## src/rtl/ex_alu_if.sv

```systemverilog
// rtl/ex_alu_if.sv - operation/result handshake bundle for the execute-stage ALU
interface ex_alu_if #(
    parameter int XLEN = 32
);
    logic            i_valid;
    logic            o_ready;
    logic [3:0]      i_alu_ctrl;
    logic [XLEN-1:0] i_op_a;
    logic [XLEN-1:0] i_op_b;
    logic            o_valid;
    logic            i_ready;
    logic [XLEN-1:0] o_result;
    logic            o_zero;
    logic            o_illegal;

    modport master (
        output i_valid, i_alu_ctrl, i_op_a, i_op_b, i_ready,
        input  o_ready, o_valid, o_result, o_zero, o_illegal
    );

    modport slave (
        input  i_valid, i_alu_ctrl, i_op_a, i_op_b, i_ready,
        output o_ready, o_valid, o_result, o_zero, o_illegal
    );
endinterface

```

## src/rtl/ex_alu.sv

```systemverilog
// rtl/ex_alu.sv - RV32I execute ALU with single-cycle logic/arith and bit-serial shifter
module ex_alu #(
    parameter int XLEN = 32
) (
    input logic     i_clk,
    input logic     i_rst,
    ex_alu_if.slave alu
);
    localparam int SHW = $clog2(XLEN);

    typedef enum logic [3:0] {
        OP_ADD     = 4'b0000,
        OP_SUB     = 4'b1000,
        OP_SLL     = 4'b0001,
        OP_SLT     = 4'b0010,
        OP_SLTU    = 4'b0011,
        OP_XOR     = 4'b0100,
        OP_SRL     = 4'b0101,
        OP_SRA     = 4'b1101,
        OP_OR      = 4'b0110,
        OP_AND     = 4'b0111,
        OP_INVALID = 4'b1111
    } alu_op_t;

    typedef enum logic [1:0] {
        SH_LL,
        SH_RL,
        SH_RA
    } shift_kind_t;

    typedef enum logic {
        ST_IDLE,
        ST_SHIFT
    } state_t;

    state_t          state_q, state_d;
    logic [SHW-1:0]  count_q, count_d;
    logic [XLEN-1:0] work_q, work_d;
    shift_kind_t     kind_q, kind_d;
    logic            valid_q, valid_d;
    logic [XLEN-1:0] result_q, result_d;
    logic            zero_q, zero_d;
    logic            illegal_q, illegal_d;

    alu_op_t         op;
    logic [SHW-1:0]  shamt;
    logic [XLEN-1:0] imm_result;
    logic            imm_illegal;
    logic            is_shift;
    shift_kind_t     imm_kind;
    logic [XLEN-1:0] work_step;
    logic            ready;
    logic            accept;

    assign op     = alu_op_t'(alu.i_alu_ctrl);
    assign shamt  = alu.i_op_b[SHW-1:0];
    // Output register can drain and refill on the same edge, so ready looks at i_ready.
    assign ready  = (state_q == ST_IDLE) && (!valid_q || alu.i_ready);
    assign accept = alu.i_valid && ready;

    // Single-cycle result; shifts pass op_a through so a zero shamt completes immediately.
    always_comb begin
        imm_result  = '0;
        imm_illegal = 1'b0;
        is_shift    = 1'b0;
        imm_kind    = SH_LL;
        case (op)
            OP_ADD:  imm_result = alu.i_op_a + alu.i_op_b;
            OP_SUB:  imm_result = alu.i_op_a - alu.i_op_b;
            OP_SLT:  imm_result = {{(XLEN-1){1'b0}}, $signed(alu.i_op_a) < $signed(alu.i_op_b)};
            OP_SLTU: imm_result = {{(XLEN-1){1'b0}}, alu.i_op_a < alu.i_op_b};
            OP_XOR:  imm_result = alu.i_op_a ^ alu.i_op_b;
            OP_OR:   imm_result = alu.i_op_a | alu.i_op_b;
            OP_AND:  imm_result = alu.i_op_a & alu.i_op_b;
            OP_SLL: begin
                imm_result = alu.i_op_a;
                is_shift   = 1'b1;
                imm_kind   = SH_LL;
            end
            OP_SRL: begin
                imm_result = alu.i_op_a;
                is_shift   = 1'b1;
                imm_kind   = SH_RL;
            end
            OP_SRA: begin
                imm_result = alu.i_op_a;
                is_shift   = 1'b1;
                imm_kind   = SH_RA;
            end
            default: imm_illegal = 1'b1;
        endcase
    end

    // One-bit step of the iterative shifter.
    always_comb begin
        work_step = work_q;
        case (kind_q)
            SH_LL:   work_step = {work_q[XLEN-2:0], 1'b0};
            SH_RL:   work_step = {1'b0, work_q[XLEN-1:1]};
            SH_RA:   work_step = {work_q[XLEN-1], work_q[XLEN-1:1]};
            default: work_step = work_q;
        endcase
    end

    // Next-state and output-register update for the IDLE/SHIFT controller.
    always_comb begin
        state_d   = state_q;
        count_d   = count_q;
        work_d    = work_q;
        kind_d    = kind_q;
        valid_d   = valid_q;
        result_d  = result_q;
        zero_d    = zero_q;
        illegal_d = illegal_q;

        if (valid_q && alu.i_ready) begin
            valid_d = 1'b0;
        end

        case (state_q)
            ST_IDLE: begin
                if (accept) begin
                    if (is_shift && (shamt != '0)) begin
                        work_d  = alu.i_op_a;
                        count_d = shamt;
                        kind_d  = imm_kind;
                        state_d = ST_SHIFT;
                    end else begin
                        result_d  = imm_result;
                        zero_d    = (imm_result == '0);
                        illegal_d = imm_illegal;
                        valid_d   = 1'b1;
                    end
                end
            end
            ST_SHIFT: begin
                work_d  = work_step;
                count_d = count_q - SHW'(1);
                if (count_q == SHW'(1)) begin
                    result_d  = work_step;
                    zero_d    = (work_step == '0);
                    illegal_d = 1'b0;
                    valid_d   = 1'b1;
                    state_d   = ST_IDLE;
                end
            end
            default: state_d = ST_IDLE;
        endcase
    end

    // State and output registers with synchronous reset.
    always_ff @(posedge i_clk) begin
        if (i_rst) begin
            state_q   <= ST_IDLE;
            count_q   <= '0;
            work_q    <= '0;
            kind_q    <= SH_LL;
            valid_q   <= 1'b0;
            result_q  <= '0;
            zero_q    <= 1'b1;
            illegal_q <= 1'b0;
        end else begin
            state_q   <= state_d;
            count_q   <= count_d;
            work_q    <= work_d;
            kind_q    <= kind_d;
            valid_q   <= valid_d;
            result_q  <= result_d;
            zero_q    <= zero_d;
            illegal_q <= illegal_d;
        end
    end

    assign alu.o_ready   = ready;
    assign alu.o_valid   = valid_q;
    assign alu.o_result  = result_q;
    assign alu.o_zero    = zero_q;
    assign alu.o_illegal = illegal_q;
endmodule

```

## src/flat_wrapper.sv

```systemverilog
// flat-port wrapper written by rule: the top's interface ports become plain ports
module ex_alu_flat 
#(
    parameter int XLEN = 32
)
  (i_clk, i_rst, alu_i_valid, alu_i_alu_ctrl, alu_i_op_a, alu_i_op_b, alu_i_ready, alu_o_ready, alu_o_valid, alu_o_result, alu_o_zero, alu_o_illegal);
  ex_alu_if #(.XLEN(XLEN)) alu_i ();
  input logic i_clk;
  input logic i_rst;
  input wire logic [$bits(alu_i.i_valid)-1:0] alu_i_valid;
  input wire logic [$bits(alu_i.i_alu_ctrl)-1:0] alu_i_alu_ctrl;
  input wire logic [$bits(alu_i.i_op_a)-1:0] alu_i_op_a;
  input wire logic [$bits(alu_i.i_op_b)-1:0] alu_i_op_b;
  input wire logic [$bits(alu_i.i_ready)-1:0] alu_i_ready;
  output wire logic [$bits(alu_i.o_ready)-1:0] alu_o_ready;
  output wire logic [$bits(alu_i.o_valid)-1:0] alu_o_valid;
  output wire logic [$bits(alu_i.o_result)-1:0] alu_o_result;
  output wire logic [$bits(alu_i.o_zero)-1:0] alu_o_zero;
  output wire logic [$bits(alu_i.o_illegal)-1:0] alu_o_illegal;
  assign alu_i.i_valid = alu_i_valid;
  assign alu_i.i_alu_ctrl = alu_i_alu_ctrl;
  assign alu_i.i_op_a = alu_i_op_a;
  assign alu_i.i_op_b = alu_i_op_b;
  assign alu_i.i_ready = alu_i_ready;
  assign alu_o_ready = alu_i.o_ready;
  assign alu_o_valid = alu_i.o_valid;
  assign alu_o_result = alu_i.o_result;
  assign alu_o_zero = alu_i.o_zero;
  assign alu_o_illegal = alu_i.o_illegal;
  ex_alu #(.XLEN(XLEN)) u_core (.i_clk(i_clk), .i_rst(i_rst), .alu(alu_i));
endmodule
```

## config.mk

```make
export PLATFORM = sky130hd
export DESIGN_NAME = ex_alu_flat
export DESIGN_NICKNAME = d
export VERILOG_FILES = /design/src/rtl/ex_alu_if.sv /design/src/rtl/ex_alu.sv /design/src/flat_wrapper.sv
export SDC_FILE = /design/constraint.sdc
export NUM_CORES = 1
export LEC_CHECK = 0
export CORE_UTILIZATION = 30
export CTS_CLUSTER_SIZE = 14
export DETAILED_ROUTE_END_ITERATION = 16
export SLEW_MARGIN = 20
export SYNTH_ARGS = -nofsm -noshare
export SYNTH_HDL_FRONTEND = slang
export SYNTH_SLANG_ARGS = --single-unit
```

## constraint.sdc

```tcl
create_clock -name i_clk -period 12.6 [get_ports i_clk]
set_input_delay 2.52 -clock i_clk [delete_from_list [all_inputs] [get_ports i_clk]]
set_output_delay 2.52 -clock i_clk [all_outputs]
set_load 0.02 [all_outputs]
```

# == Yosys cells after proc, flatten, opt, wreduce, memory -nomap -nowiden ==
# Index checks and enable logic that the tools add are counted.
# totals
elab_cells,81
ff_bits,75
in_bits,72
# op_classes
n_eq_ne,16
n_mux,32
order_cmp,2
n_bitwise,4
reduce_logical,16
addsub,3
# op_table
cell,count
$pmux 32 s8,1
$mux 32,5
$pmux 32 s2,2
$pmux 32 s3,1
$logic_not 32->1,2
$lt 32x32->1,2
$add 32x32->32,1
$and 32x32->32,1
$or 32x32->32,1
$sub 32x32->32,1
$xor 32x32->32,1
$eq 4x3->1 const B,4
$mux 1,15
$mux 5,2
$pmux 5 s2,1
$reduce_or 10->1,1
$eq 4x2->1 const B,2
$eq 4x4->1 const B,2
$pmux 1 s2,4
$ne 2x2->1 const B,3
$reduce_and 3->1,2
$eq 5x1->1 const B,1
$reduce_bool 5->1,1
$sub 5x1->5 const B,1
other kinds (13),16

# == Longest topological paths before layout ==
# depth
depth_word,7
depth_mapped,16

# == Least setup slack after synthesis ==
# Ideal clock, no wire load.
# synth_path
path_type,input to register
from,in alu_i_op_a[0]
to,"reg u_core.zero_q, in the netlist u_core.alu.o_zero"
path_slack_ns,6.383
stages,16
n_path_buf,0
t_required_ns,12.531
arrival_ns,6.149
cell_sequence,inv_1 > ha_1 > inv_1 > fa_1 > nor2b_1 > o311ai_2 > a31oi_1 > a21oi_1 > xnor2_1 > a221o_1 > or4_1 > or4_4 > nor4_2 > nand3_1 > or4_1 > o21ai_1
# synth_via
elab_chain_cells,6
# synth_rtl
element,line_no,rtl
from (decl),flat_wrapper.sv:12,input wire logic [$bits(alu_i.i_op_a)-1:0] alu_i_op_a;
$sub 32x32->32 (tied with other cells),ex_alu.sv:69,OP_SUB: imm_result = alu.i_op_a - alu.i_op_b;
$pmux 32 s8 *,ex_alu.sv:67,case (op)
$logic_not 32->1 *,ex_alu.sv:130,zero_d = (imm_result == '0);
$mux 1 *,ex_alu.sv:123,if (is_shift && (shamt != '0)) begin
$mux 1 *,ex_alu.sv:122,if (accept) begin
$pmux 1 s2 *,ex_alu.sv:120,case (state_q)
to (signal assigned),ex_alu.sv:169,zero_q <= zero_d;
to (decl),ex_alu.sv:42,"logic zero_q, zero_d;"
# Every way passes the cells marked *; elsewhere a longest branch is shown, timed or not. The select of a mux whose other input is x is not followed.
# A chain may end at the register's enable or synchronous reset.

# == Worst setup path after layout ==
# layout_path
from,in alu_i_op_a[5]
to,"reg u_core.zero_q, in the netlist u_core.alu.o_zero"
# The elaborated chain is that of the path after synthesis.

==> flow_summary_export.csv <==
group,metric,value,unit
sta,period_share,57.4,%
route,antenna_left,0,
synthesis,ys_seq_area_share,15.3,%
power_and_ir_drop,leakage,4.36,nW
clock_tree,clock-sinks,75,
synthesis,synth-main-ff-cell,"dfxtp_1",
clock_tree,postCtsSetupBuffers,0,
critical_path,critPathKind,"in2reg",
critical_path,crit_start,"alu_i_op_a[5]",
critical_path,worst_setup_path_start_kind,"primary input",
route,routed_wl,40700,µm
sta,setup_tns,0,ns
synthesis,yosysTopAreaCellShare,15.3,%
floorplan,core-area,0.0319,mm²
clock_tree,cts-buffers-inserted,9,
grt,grt_pass1_vias,10571,
floorplan,fp.dieW,183,µm
synthesis,synthMostInstantiatedCell,"nand2_1",
sta,fmax,0.138,GHz
clock_tree,clk_pin_slew,0.06,ns
critical_path,ff2ff_setup_slack,8.57,ns
route,via_per_inst,5.94,
synthesis,avgSynthCellArea,6.76,µm²
grt,grt_overflow,0,
synthesis,synth_area_leader_cell,"dfxtp_1",
clock_tree,clk_latency,0.35,ns
route,wl_per_cell,21.2,µm
synthesis,syn-cell-area,0.00980,mm²
power_and_ir_drop,irDropWorstVdd,0.0000733,V
critical_path,worstSetupEndpointType,"flop",
synthesis,yosysUniqueCellTypes,88,
sta,layout_min_cycle_time,7.23,ns
outcome,outcome,"completed",
synthesis,ys_top_cells_by_count,"nand2_1 (180), nor2_1 (136), a21oi_1 (124)",
grt,track_usage,23.9,%
sta,setup_viol,0,
power_and_ir_drop,total_power,0.957,mW
placed_design,io_buffers,107,
synthesis,async_flop_share,0,%
finish,fin_nets,1662,
synthesis,synth-seq-cells,75,
critical_path,timing.rr.end,"u_core.alu.o_zero",
synthesis,synth_edf_count,0,
finish,final_core_util,36.0,%
sta,slew_headroom,27.5,%
floorplan,core.rowCount,65,
clock_tree,cts_buffer_depth,2,
finish,antenna_cells,0,
critical_path,required,12.88,ns
critical_path,crit_path_end,"u_core.alu.o_zero",
critical_path,r2r_start,"u_core.count_q[0]",
sta,rsz0062_at_grt,"no",
route,drcViolationCount,0,
placed_design,gp_congestion,0.966,
sta,hold_viol_final,0,
placed_design,dp_hpwl,30300,µm
floorplan,die_h,183,µm
grt,grt_pass1_wl,62300,µm
clock_tree,ctsResizeCount,0,
flow_run,cap_violations,0,
clock_tree,cts_hold_buf,0,
synthesis,syn_inst,1449,
floorplan,start_util,30.7,%
sta,slew_violations,0,
finish,drive_above_1_share,5.85,%
worst_hold_path,holdPathStages,2,
floorplan,boundaryPins,108,
route,firstDrtPassIters,6,
grt,grt_max_degree,78,
finish,syn_to_final_growth,17.2,%
critical_path,r2r_cells,13,
worst_hold_path,hp-class,"reg2reg",
floorplan,dieArea,0.0334,mm²
synthesis,yosysWarnings,0,
route,vias,11413,
clock_tree,cts-root-buf,"clkbuf_16",
route,drt_iter0_drc,1391,
sta,tightest_slew,1.09,ns
critical_path,worstPathArrival,7.51,ns
sta,finClkSkew,0.00971,ns
clock_tree,cts_max_level,3,
power_and_ir_drop,p_per_area,83.3,mW/mm²
grt,antenna_found_initial,0,
synthesis,synth_nets,1628,
critical_path,worst-path-max-fanout,9,
synthesis,synth_area_leaders,"dfxtp_1 (15%), ha_1 (13%), nand2_1 (6.9%)",
clock_tree,cts_tree,"done",
critical path: stages:
cell,delay (ns)
clkdlybuf4s50_1,0.64
inv_1,0.09
ha_1,0.49
nand2_1,0.18
a211oi_1,0.62
o21ai_0,0.38
nand2_1,0.29
a31oi_1,0.14
a21bo_2,0.24
a221oi_1,0.69
nor4b_1,0.31
and4b_1,0.22
nand3_1,0.07
or4_1,0.48
o21ai_1,0.13
worst min-delay path by stage:
| stage | slack [ns] | startpoint | to |
|---|---|---|---|
| 3_5_place_dp | 0.45 | u_core.alu.o_result[16] | u_core.alu.o_result[16] |
| 6_report | 0.45 | u_core.alu.o_result[16] | u_core.alu.o_result[16] |
| 3_3_place_gp | 0.44 | u_core.alu.o_result[15] | u_core.alu.o_result[15] |
| 4_1_cts | 0.45 | u_core.alu.o_result[16] | u_core.alu.o_result[16] |
| 2_1_floorplan | 0.45 | u_core.work_q[23] | u_core.work_q[23] |
| 5_1_grt | 0.47 | u_core.alu.o_result[16] | u_core.alu.o_result[16] |
cells by family after synthesis:
| family | Yosys count | share of synthesized area, % |
|---|---|---|
| adders and majority gates | 107 | 13.8 |
| xor gates and xnor gates | 5 | 0.447 |
| DFF | 75 | 15.3 |
| and+or+nand+nor | 520 | 25.1 |
| buffers and inverters | 211 | 8.35 |
| muxes | 7 | 0.740 |
| AOI/OAI and AO/OA | 524 | 36.2 |
layout make-up:
cell class                      instances  area (µm²)
Timing Repair Buffer                  126        1200
Clock buffer                           10         239
Inverter                              108         405
Sequential cell                        75        1500
Tap cell                              435         544
Fill cell                            3470       20400
Clock inverter                          5        77.6
Multi-Input combinational cell       1163        7510
layer usage:
| layer | wire length [µm] | global-route usage [%] |
|---|---|---|
| met5 | 0 | 0 |
| met4 | 1230 | 7.97 |
| met3 | 3040 | 3.20 |
| met2 | 18100 | 38.7 |
| met1 | 18300 | 32.6 |
power by group:
| group | total (mW) | switching, mW | internal, mW |
|---|---|---|---|
| clock | 0.283 | 0.106 | 0.177 |
| combinational | 0.410 | 0.262 | 0.149 |
| sequential | 0.263 | 0.0112 | 0.252 |
registers in the layout, summed over array words and instances (netlist names):
| signal | cells |
|---|---|
| u_core.count_q | 5 |
| u_core.alu.o_illegal | 1 |
| u_core.work_q | 32 |
| u_core.kind_q | 2 |
| u_core.alu.o_valid | 1 |
| u_core.alu.o_zero | 1 |
| u_core.alu.o_result | 32 |
| u_core.state_q | 1 |
cells in the final DEF (no fill, tap or decap), types with 14 or more instances in the layout:
master,n
a21o_1,15
a21oi_1,124
a221oi_1,22
a31oi_1,35
buf_4,19
clkdlybuf4s50_1,105
dfxtp_1,74
ha_1,105
inv_1,107
nand2_1,180
nand2b_1,23
nand3_1,33
nor2_1,134
nor2b_1,14
nor3_1,32
nor4_1,18
o211ai_1,38
o21ai_0,108
or2_2,14
per-stage QoR:
stage	cell area (µm²)	worst slack, ns	hold slack, ns	instances
4_1_cts	11500	5.46	0.452	1922
6_report	11500	5.37	0.451	1922
3_5_place_dp	11200	5.13	0.445	1907
2_1_floorplan	9800	6.38	0.449	1449
3_3_place_gp	11200	5.09	0.443	1907
5_1_grt	11500	5.13	0.469	1922
No activity file was read; power rests on OpenSTA's default activity.
